[src/rtl/ddr_512b_enc_gen_pkg.sv]
// rtl/ddr_512b_enc_gen_pkg.sv - shared types and constants for the DDR 512b encoder test-pattern path
package ddr_enc_pkg;

  // Generator FSM states
  typedef enum logic [1:0] {
    ST_IDLE = 2'd0,
    ST_SEND = 2'd1,
    ST_GAP  = 2'd2,
    ST_DONE = 2'd3
  } enc_state_e;

  // Filler carried above the packet counter; repeated LSB-first for wide words
  localparam logic [47:0] FILL_PAT = 48'hBBBB_CCCC_DDDD;

  // Packet counter width, shared with the encoder-side checker
  localparam int PKT_CNT_WD = 16;

endpackage

[src/rtl/ddr_512b_enc_gen_if.sv]
// rtl/ddr_512b_enc_gen_if.sv - valid/ready word stream from the pattern generator to the encoder
interface ddr_512b_enc_gen_if #(
  parameter int DATA_WD = 64
);
  logic               enc_vld;
  logic               enc_rdy;
  logic [DATA_WD-1:0] enc_data;

  modport master (output enc_vld, output enc_data, input enc_rdy);
  modport slave  (input enc_vld, input enc_data, output enc_rdy);
endinterface

[src/rtl/cmip_app_cnt.sv]
// rtl/cmip_app_cnt.sv - free-running event counter with soft clear
module cmip_app_cnt #(
  parameter int WD = 32
) (
  input  logic          clk,
  input  logic          rst_n,
  input  logic          i_clr,
  input  logic          i_inc,
  output logic [WD-1:0] o_cnt
);

  // Clear wins over increment; counter wraps at 2^WD
  always_ff @(posedge clk) begin
    if (!rst_n || i_clr) begin
      o_cnt <= '0;
    end else if (i_inc) begin
      o_cnt <= o_cnt + {{(WD-1){1'b0}}, 1'b1};
    end
  end

endmodule

[src/rtl/ddr_512b_enc_gen.sv]
// rtl/ddr_512b_enc_gen.sv - burst/gap shaped counter-pattern generator (optional ENC_GEN_ERR_INJ_EN)
module ddr_512b_enc_gen
  import ddr_enc_pkg::*;
#(
  parameter int DATA_WD = 64,
  parameter int CNT_WD  = 32
) (
  input  logic                clk,
  input  logic                rst,
  input  logic                cfg_rst,
  input  logic                cfg_start,
  input  logic                cfg_stop,
  input  logic [15:0]         cfg_burst_len,
  input  logic [15:0]         cfg_gap_len,
  input  logic [CNT_WD-1:0]   cfg_total,
  input  logic                cfg_err_inj,
  ddr_512b_enc_gen_if.master  enc,
  output logic                busy,
  output logic                done,
  output logic [CNT_WD-1:0]   tx_cnt
);

  localparam int FILL_WD  = DATA_WD - PKT_CNT_WD;
  localparam int FILL_REP = FILL_WD / 48 + 1;
  localparam logic [FILL_REP*48-1:0] FILL_ALL = {FILL_REP{FILL_PAT}};
  localparam logic [FILL_WD-1:0]     FILL     = FILL_ALL[FILL_WD-1:0];

  enc_state_e             state, state_n;
  logic                   clr;
  logic                   xfer, stall, load_cfg;
  logic [15:0]            burst_len_q, gap_len_q;
  logic [15:0]            burst_cnt, burst_cnt_n, gap_cnt, gap_cnt_n;
  logic [CNT_WD-1:0]      total_q, sent_cnt, sent_cnt_n;
  logic                   stop_pend, stop_pend_n;
  logic [PKT_CNT_WD-1:0]  pkt_cnt, pkt_cnt_n;
  logic [DATA_WD-1:0]     data_q;
  logic                   err_pend_n;

  assign clr   = rst | cfg_rst;
  assign xfer  = enc.enc_vld & enc.enc_rdy;
  assign stall = enc.enc_vld & ~enc.enc_rdy;

  assign enc.enc_vld  = (state == ST_SEND);
  assign enc.enc_data = data_q;
  assign busy         = (state == ST_SEND) || (state == ST_GAP);
  assign done         = (state == ST_DONE);
  assign pkt_cnt_n    = xfer ? pkt_cnt + 16'd1 : pkt_cnt;

  // Next-state and burst/gap/total bookkeeping
  always_comb begin
    state_n     = state;
    burst_cnt_n = burst_cnt;
    gap_cnt_n   = gap_cnt;
    sent_cnt_n  = sent_cnt;
    stop_pend_n = stop_pend;
    load_cfg    = 1'b0;
    case (state)
      ST_IDLE: begin
        // A simultaneous stop cancels the start
        if (cfg_start && !cfg_stop && cfg_burst_len != 16'd0) begin
          state_n     = ST_SEND;
          load_cfg    = 1'b1;
          sent_cnt_n  = '0;
          burst_cnt_n = 16'd0;
          gap_cnt_n   = 16'd0;
          stop_pend_n = 1'b0;
        end
      end
      ST_SEND: begin
        if (cfg_stop) stop_pend_n = 1'b1;
        if (xfer) begin
          sent_cnt_n  = sent_cnt + {{(CNT_WD-1){1'b0}}, 1'b1};
          burst_cnt_n = burst_cnt + 16'd1;
          if (total_q != '0 && sent_cnt_n == total_q) begin
            state_n = ST_DONE;
          end else if (stop_pend || cfg_stop) begin
            state_n = ST_DONE;
          end else if (burst_cnt_n == burst_len_q) begin
            burst_cnt_n = 16'd0;
            if (gap_len_q != 16'd0) state_n = ST_GAP;
          end
        end
      end
      ST_GAP: begin
        if (cfg_stop) begin
          state_n = ST_DONE;
        end else if (gap_cnt == gap_len_q - 16'd1) begin
          gap_cnt_n = 16'd0;
          state_n   = ST_SEND;
        end else begin
          gap_cnt_n = gap_cnt + 16'd1;
        end
      end
      ST_DONE: begin
        state_n     = ST_IDLE;
        stop_pend_n = 1'b0;
        burst_cnt_n = 16'd0;
        gap_cnt_n   = 16'd0;
      end
      default: state_n = ST_IDLE;
    endcase
  end

  // State, counters and latched configuration
  always_ff @(posedge clk) begin
    if (clr) begin
      state       <= ST_IDLE;
      burst_cnt   <= 16'd0;
      gap_cnt     <= 16'd0;
      sent_cnt    <= '0;
      stop_pend   <= 1'b0;
      pkt_cnt     <= '0;
      burst_len_q <= 16'd0;
      gap_len_q   <= 16'd0;
      total_q     <= '0;
    end else begin
      state     <= state_n;
      burst_cnt <= burst_cnt_n;
      gap_cnt   <= gap_cnt_n;
      sent_cnt  <= sent_cnt_n;
      stop_pend <= stop_pend_n;
      pkt_cnt   <= pkt_cnt_n;
      if (load_cfg) begin
        burst_len_q <= cfg_burst_len;
        gap_len_q   <= cfg_gap_len;
        total_q     <= cfg_total;
      end
    end
  end

`ifdef ENC_GEN_ERR_INJ_EN
  logic err_pend;

  // One-shot arm; released when the corrupted word (bit 0 differs from pkt_cnt) transfers
  always_comb begin
    err_pend_n = err_pend;
    if (err_pend) begin
      if (xfer && (data_q[0] ^ pkt_cnt[0])) err_pend_n = 1'b0;
    end else begin
      err_pend_n = cfg_err_inj;
    end
  end

  // Error-injection flag register
  always_ff @(posedge clk) begin
    if (clr) err_pend <= 1'b0;
    else     err_pend <= err_pend_n;
  end
`else
  logic unused_err_inj;
  assign unused_err_inj = cfg_err_inj;
  assign err_pend_n     = 1'b0;
`endif

  // Output word: reloads whenever not stalled, so it is held while vld && !rdy
  always_ff @(posedge clk) begin
    if (clr) begin
      data_q <= '0;
    end else if (!stall) begin
      data_q <= {FILL, pkt_cnt_n[PKT_CNT_WD-1:1], pkt_cnt_n[0] ^ err_pend_n};
    end
  end

  cmip_app_cnt #(.WD(CNT_WD)) u_tx_cnt (
    .clk   (clk),
    .rst_n (~rst),
    .i_clr (cfg_rst),
    .i_inc (xfer),
    .o_cnt (tx_cnt)
  );

endmodule

[src/flat_wrapper.sv]
// flat-port wrapper written by rule: the top's interface ports become plain ports
module ddr_512b_enc_gen_flat import ddr_enc_pkg::*;
#(
  parameter int DATA_WD = 64,
  parameter int CNT_WD  = 32
)
  (clk, rst, cfg_rst, cfg_start, cfg_stop, cfg_burst_len, cfg_gap_len, cfg_total, cfg_err_inj, busy, done, tx_cnt, enc_enc_vld, enc_enc_data, enc_enc_rdy);
  ddr_512b_enc_gen_if #(.DATA_WD(DATA_WD)) enc_i ();
  input  logic clk;
  input  logic rst;
  input  logic cfg_rst;
  input  logic cfg_start;
  input  logic cfg_stop;
  input  logic [15:0] cfg_burst_len;
  input  logic [15:0] cfg_gap_len;
  input  logic [CNT_WD-1:0] cfg_total;
  input  logic cfg_err_inj;
  output logic busy;
  output logic done;
  output logic [CNT_WD-1:0] tx_cnt;
  output wire logic [$bits(enc_i.enc_vld)-1:0] enc_enc_vld;
  output wire logic [$bits(enc_i.enc_data)-1:0] enc_enc_data;
  input wire logic [$bits(enc_i.enc_rdy)-1:0] enc_enc_rdy;
  assign enc_enc_vld = enc_i.enc_vld;
  assign enc_enc_data = enc_i.enc_data;
  assign enc_i.enc_rdy = enc_enc_rdy;
  ddr_512b_enc_gen #(.DATA_WD(DATA_WD), .CNT_WD(CNT_WD)) u_core (.clk(clk), .rst(rst), .cfg_rst(cfg_rst), .cfg_start(cfg_start), .cfg_stop(cfg_stop), .cfg_burst_len(cfg_burst_len), .cfg_gap_len(cfg_gap_len), .cfg_total(cfg_total), .cfg_err_inj(cfg_err_inj), .enc(enc_i), .busy(busy), .done(done), .tx_cnt(tx_cnt));
endmodule
[config.mk]
export PLATFORM = sky130hd
export DESIGN_NAME = ddr_512b_enc_gen_flat
export DESIGN_NICKNAME = d
export VERILOG_FILES = /design/src/rtl/ddr_512b_enc_gen_pkg.sv /design/src/rtl/ddr_512b_enc_gen_if.sv /design/src/rtl/cmip_app_cnt.sv /design/src/rtl/ddr_512b_enc_gen.sv /design/src/flat_wrapper.sv
export SDC_FILE = /design/constraint.sdc
export NUM_CORES = 1
export LEC_CHECK = 0
export CAP_MARGIN = 20
export CORE_AREA = 2 2 160 162
export CTS_BUF_LIST = sky130_fd_sc_hd__clkbuf_8
export DETAILED_ROUTE_END_ITERATION = 12
export DIE_AREA = 0 0 162 164
export PLACE_DENSITY = 0.68
export RECOVER_POWER = 100
export SYNTH_ARGS = -nofsm -noshare
export SYNTH_HDL_FRONTEND = slang
export SYNTH_HIERARCHICAL = 1
export SYNTH_SLANG_ARGS = --single-unit
[constraint.sdc]
create_clock -name clk -period 4.4 [get_ports clk]
set_clock_uncertainty 0.1 [all_clocks]
set_input_delay 1.1 -clock clk [delete_from_list [all_inputs] [get_ports clk]]
set_output_delay 1.1 -clock clk [all_outputs]
set_load 0.01 [all_outputs]
[After elaboration in Yosys (flattened, before gate mapping)]
Cells that the tools add are included.
Operators by class
  add/subtract/negate cells: 6
  eq/ne operators: 13
  multiplexer cells: 27
  bitwise gates (word level): 4
  reductions and logical operators: 19
Operators with widths (count)
  $mux W16: 8
  $pmux W16 S3: 2
  $add A32 B1 Y32 const B: 2
  $mux W32: 2
  $pmux W32 S2: 1
  $add A16 B1 Y16 const B: 3
  $eq A16 B16 Y1: 2
  $eq A32 B32 Y1: 1
  $reduce_bool A16 Y1: 2
  $reduce_bool A32 Y1: 1
  $mux W2: 8
  $sub A16 B1 Y16 const B: 1
  $reduce_and A3 Y1: 4
  $ne A4 B4 Y1 const B: 2
  $pmux W2 S4: 1
  $ne A2 B2 Y1 const B: 3
  $reduce_bool A3 Y1: 2
  $reduce_and A5 Y1: 1
  $eq A2 B2 Y1 const B: 2
  $mux W1: 4
  $logic_and A1 B1 Y1: 3
  $logic_or A1 B1 Y1: 3
  $ne A3 B3 Y1 const B: 1
  $pmux W1 S3: 1
  other kinds (8): 9
Storage, ports and cells
  flip-flop bits (word level): 196
  input bits: 71
  output and inout bits: 99
  logic and storage cells: 80

[Depth between registers and ports, before layout]
  depth in word-level cells: 7
  mapped depth: 15
  gate-level depth less buffers: 12

[By module]
The synthesis kept the hierarchy.
By module, submodules not included
  ddr_512b_enc_gen: instances 1, cells each 1228, area each 9436.6 um^2, seq. area each 3283.1 um^2
  cmip_app_cnt: instances 1, cells each 184, area each 1602.8 um^2, seq. area each 640.6 um^2

[Worst setup path before layout]
Ideal clock, no wire load.
  path kind: flip-flop to flip-flop
  start: register u_core.sent_cnt[0]
  end: register u_core.burst_cnt[7]
  setup time: 0.095 ns
  arrival time: 3.180 ns
  data required time: 4.205 ns
  slack: 1.025 ns
  cell stages (with the launch flop): 14
  path buffers: 2
  period minus slack after synthesis: 3.375 ns
  cells stage by stage: dfxtp_1 ha_1 and3_1 buf_6 nand3_4 nor4_4 mux2i_1 or4_4 nor4_4 a2111oi_1 or4_1 buf_2 or3b_1 o311ai_1
On the way
  word-level cells in the longest chain between the ends: 6
RTL lines
  from (decl): RTL line ddr_512b_enc_gen.sv:33  | logic [CNT_WD-1:0] total_q, sent_cnt, sent_cnt_n;
  from (signal assigned): RTL line ddr_512b_enc_gen.sv:120  | sent_cnt <= sent_cnt_n;
  $add A32 B1 Y32: RTL line ddr_512b_enc_gen.sv:72  | sent_cnt_n = sent_cnt + {{(CNT_WD-1){1'b0}}, 1'b1};
  $eq A32 B32 Y1: RTL line ddr_512b_enc_gen.sv:74  | if (total_q != '0 && sent_cnt_n == total_q) begin
  $logic_and A1 B1 Y1: RTL line ddr_512b_enc_gen.sv:74
  $mux W16: RTL line ddr_512b_enc_gen.sv:74
  $mux W16: RTL line ddr_512b_enc_gen.sv:71  | if (xfer) begin
  $pmux W16 S3: RTL line ddr_512b_enc_gen.sv:57  | case (state)
  to (signal assigned): RTL line ddr_512b_enc_gen.sv:118  | burst_cnt <= burst_cnt_n;
  to (decl): RTL line ddr_512b_enc_gen.sv:32  | logic [15:0] burst_cnt, burst_cnt_n, gap_cnt, gap_cnt_n;
No other way between the ends. The select of a mux whose other input is x is not followed.
A chain may end at the register's enable or synchronous reset.

[Worst setup path in the final report]
  start: input port cfg_burst_len[14]
  end: register u_core.burst_len_q[10]
On the way
  word-level cells in the longest chain between the ends: 4
RTL lines
  from (decl): RTL line flat_wrapper.sv:14  | input logic [15:0] cfg_burst_len;
  $reduce_bool A16 Y1: RTL line ddr_512b_enc_gen.sv:60  | if (cfg_start && !cfg_stop && cfg_burst_len != 16'd0) begin
  $logic_and A1 B1 Y1: RTL line ddr_512b_enc_gen.sv:60
  $mux W1: RTL line ddr_512b_enc_gen.sv:60
  $mux W1: RTL line ddr_512b_enc_gen.sv:57
  to (signal assigned): RTL line ddr_512b_enc_gen.sv:124  | burst_len_q <= cfg_burst_len;
  to (decl): RTL line ddr_512b_enc_gen.sv:31  | logic [15:0] burst_len_q, gap_len_q;
No other way between the ends.

==> impl_metrics.env <==
export IMPL_htreeDepth=4
export IMPL_grt_antenna_before_repair=1
export IMPL_drt_first_pass_iters=6
export IMPL_clock_latency_ns=0.47
export IMPL_cp_end_kind="register"
export IMPL_min_period_ns=4.05
export IMPL_slew_headroom=-0.283
export IMPL_die_area_um2=26600
export IMPL_fin_nets=1566
export IMPL_wl_met2_um=12800
export IMPL_hold_viol=0
export IMPL_rrSetupSlack_ns=0.36
export IMPL_areaGrowthSynthToFinish_pct=16.1
export IMPL_layout_commonest_cell="nand2_1"
export IMPL_power_density_nw_per_um2=266
export IMPL_path_clk_slew_ns=0.10
export IMPL_layout_common_cells="nand2_1 (214), dfxtp_1 (196), a21oi_1 (139)"
export IMPL_cp_arrival_ns=4.32
export IMPL_synth_cell_types=72
export IMPL_max_freq_mhz=247
export IMPL_max_slew_worst_pin_slew_ns=1.92
export IMPL_fin_area_um2=12800
export IMPL_vias_per_cell=5.55
export IMPL_wl_met3_um=1540
export IMPL_p_leak_nw=4.54
export IMPL_drive_gt1_frac=0.0488
export IMPL_setup_tns_ns=0
export IMPL_top_layer="met4"
export IMPL_io_buffers=152
export IMPL_cp_max_fo=50
export IMPL_fill_cells=2473
export IMPL_finalNonFillerCells=1828
export IMPL_rsz0062_at_grt="false"
export IMPL_hold_class="register to register"
export IMPL_yosysWarnings=6
export IMPL_overflow=0
export IMPL_ant_nets=0
export IMPL_crit_type="input port to register"
export IMPL_synthesis_area_um2=11000
export IMPL_setup_viol=0
export IMPL_grt_max_degree=90
export IMPL_routedWlPerCell_um=15.2
export IMPL_die_y_um=164
export IMPL_ys_seq_area_frac=0.355
export IMPL_std_cell_rows=58
export IMPL_gp_congestion=0.891
export IMPL_dp_hpwl_um=19900
export IMPL_grt_usage=0.208
export IMPL_dp_cells=1795
export IMPL_cts_sinks=196
export IMPL_io_pins=170
export IMPL_cts_hold_buf=0
export IMPL_vdd_ir_drop_max_v=0.000171
export IMPL_cts_buffer_depth=2
export IMPL_cts_tree="built"
export IMPL_wl_met1_um=13100
export IMPL_crit_required_ns=4.67
export IMPL_period_share=0.922
export IMPL_cts_made_buffers=17
export IMPL_die_w_um=162
export IMPL_synth_edf_count=0
export IMPL_start_util=0.445
export IMPL_via_count=10100
export IMPL_slew_viol_final=90
export IMPL_netlist_instances=1412
export IMPL_maxCapViolations=1
export IMPL_ys_flop_type="dfxtp_1"
export IMPL_drt_wl_total_um=27700
export IMPL_status="finished, violations left"
export IMPL_synth_seq_cells=196
export IMPL_drc_errors=0
export IMPL_startpoint_type="input port"
export IMPL_core_area_um2=24800
export IMPL_grt_pass1_wl_um=45600
export IMPL_async_reset_ff_frac=0
export IMPL_syn_avg_cell_area_um2=7.82
export IMPL_post_route_util=0.516
export IMPL_drt_first_iter_violations=628
export IMPL_placed_cell_area_um2=12500
export IMPL_cts_root_buffer_cell="clkbuf_8"
export IMPL_failed_checks="max-capacitance violations, max-slew violations"
export IMPL_grt_pass1_vias=9133
==> report_power, final <==
part | internal [mW] | leakage (nW) | switching [mW]
Combinational | 0.159 | 2.75 | 0.199
Clock | 0.532 | 0.207 | 0.709
Sequential | 1.79 | 1.58 | 0.0234
==> layout make-up <==
type	count	area (µm²)	share of cell area
Antenna cell	1	2.50	0.000195
Clock buffer	17	234	0.0183
Clock inverter	15	186	0.0145
Inverter	23	86.3	0.00674
Multi-Input combinational cell	1073	6310	0.492
Sequential cell	196	3920	0.306
Tap cell	330	413	0.0322
Timing Repair Buffer	173	1660	0.130
==> synth_stat cells (4+ instances only) <==
cell type  number  area (µm²)
nor2_1        103         387
nand3b_1        7        52.6
buf_4          51         383
nand3_1        56         280
a21oi_1       139         696
o211ai_1        7        52.6
a31oi_1         9        56.3
nor2b_1        13        81.3
nand2_1       214         803
nor3b_1         6        45.0
buf_2          13        65.1
clkbuf_1       66         248
inv_1          23        86.3
o21ai_0        47         235
nand4b_1        4        35.0
and2_1         10        62.6
xor2_1         51         447
dfxtp_1       196        3920
a211oi_1       24         180
nand2b_1       19         119
xnor2_1        64         561
or3_1          29         181
nor4_2         10         125
nor3_1         24         120
a21o_1          7        52.6
nand4_1        37         231
nor4_1         28         175
ha_1           11         138
and4_1         10        87.6
or4_1          17         128
o31ai_1        15         113
mux2i_1        20         200
and3_1         22         138
==> per-layer routing <==
metal	GRT usage	vias up
li1	-	5075
met1	0.280	4770
met2	0.341	279
met3	0.0391	20
met4	0.0555	0
met5	0	-
==> cells by family (layout without fill, tap and decap cells) <==
| logic type | count (synthesis) | after routing | share of synthesized area |
|---|---|---|---|
| fa+ha+maj | 11 | 11 | 0.0125 |
| simple gates | 627 | 627 | 0.295 |
| other cells | 1 | 17 | 0.000340 |
| buf+inv | 158 | 228 | 0.0741 |
| mux | 20 | 20 | 0.0181 |
| compound gates | 284 | 284 | 0.153 |
| xor+xnor | 115 | 115 | 0.0912 |
| flops | 196 | 196 | 0.355 |
==> worst max-delay path: stages <==
cell and delay (ns):
dlygate4sd3_1 0.60, nor4_1 0.49, nand4_1 0.22, and3_1 0.26, nand2_1 0.43, clkbuf_2 0.90
nand2_1 0.14, a21oi_1 0.16
==> metrics by stage <==
step                power (mW)  hold slack (ns)  worst slack, ns
floorplan                 2.09            0.348             1.02
global placement          2.22            0.358            0.295
detailed placement        2.22            0.362            0.203
CTS                       3.46            0.377            0.287
global route              3.55            0.396            0.105
finish                    3.41            0.375            0.345
==> state kept, by name, indices dropped and copies added (netlist names), 16 cells and up <==
signal / flops
u_core/burst_cnt: 16
u_core/burst_len_q: 16
u_core/enc.enc_data: 17
u_core/gap_cnt: 16
u_core/gap_len_q: 16
u_core/pkt_cnt: 16
u_core/sent_cnt: 32
u_core/total_q: 32
u_core/u_tx_cnt/o_cnt: 32
==> worst paths after layout <==
path | startpoint | end | cells past startpoint
worst max-delay path | cfg_burst_len[14] | u_core/burst_len_q[10]$_SDFFE_PP0P_ | 8
worst min-delay path | u_core/burst_len_q[15]$_SDFFE_PP0P_ | u_core/burst_len_q[15]$_SDFFE_PP0P_ | 2
worst max register to register | u_core/sent_cnt[4]$_SDFFE_PP0P_ | u_core/burst_cnt[5]$_SDFFE_PP0P_ | 10
worst min register to register | u_core/burst_len_q[15]$_SDFFE_PP0P_ | u_core/burst_len_q[15]$_SDFFE_PP0P_ | 2
==> what timing repair did <==
item                       in CTS  in global routing
setup buffers                   0                  0
resized for setup               0                  3
setup endpoints to repair       0                  2
No activity file was read; power rests on OpenSTA's default activity.
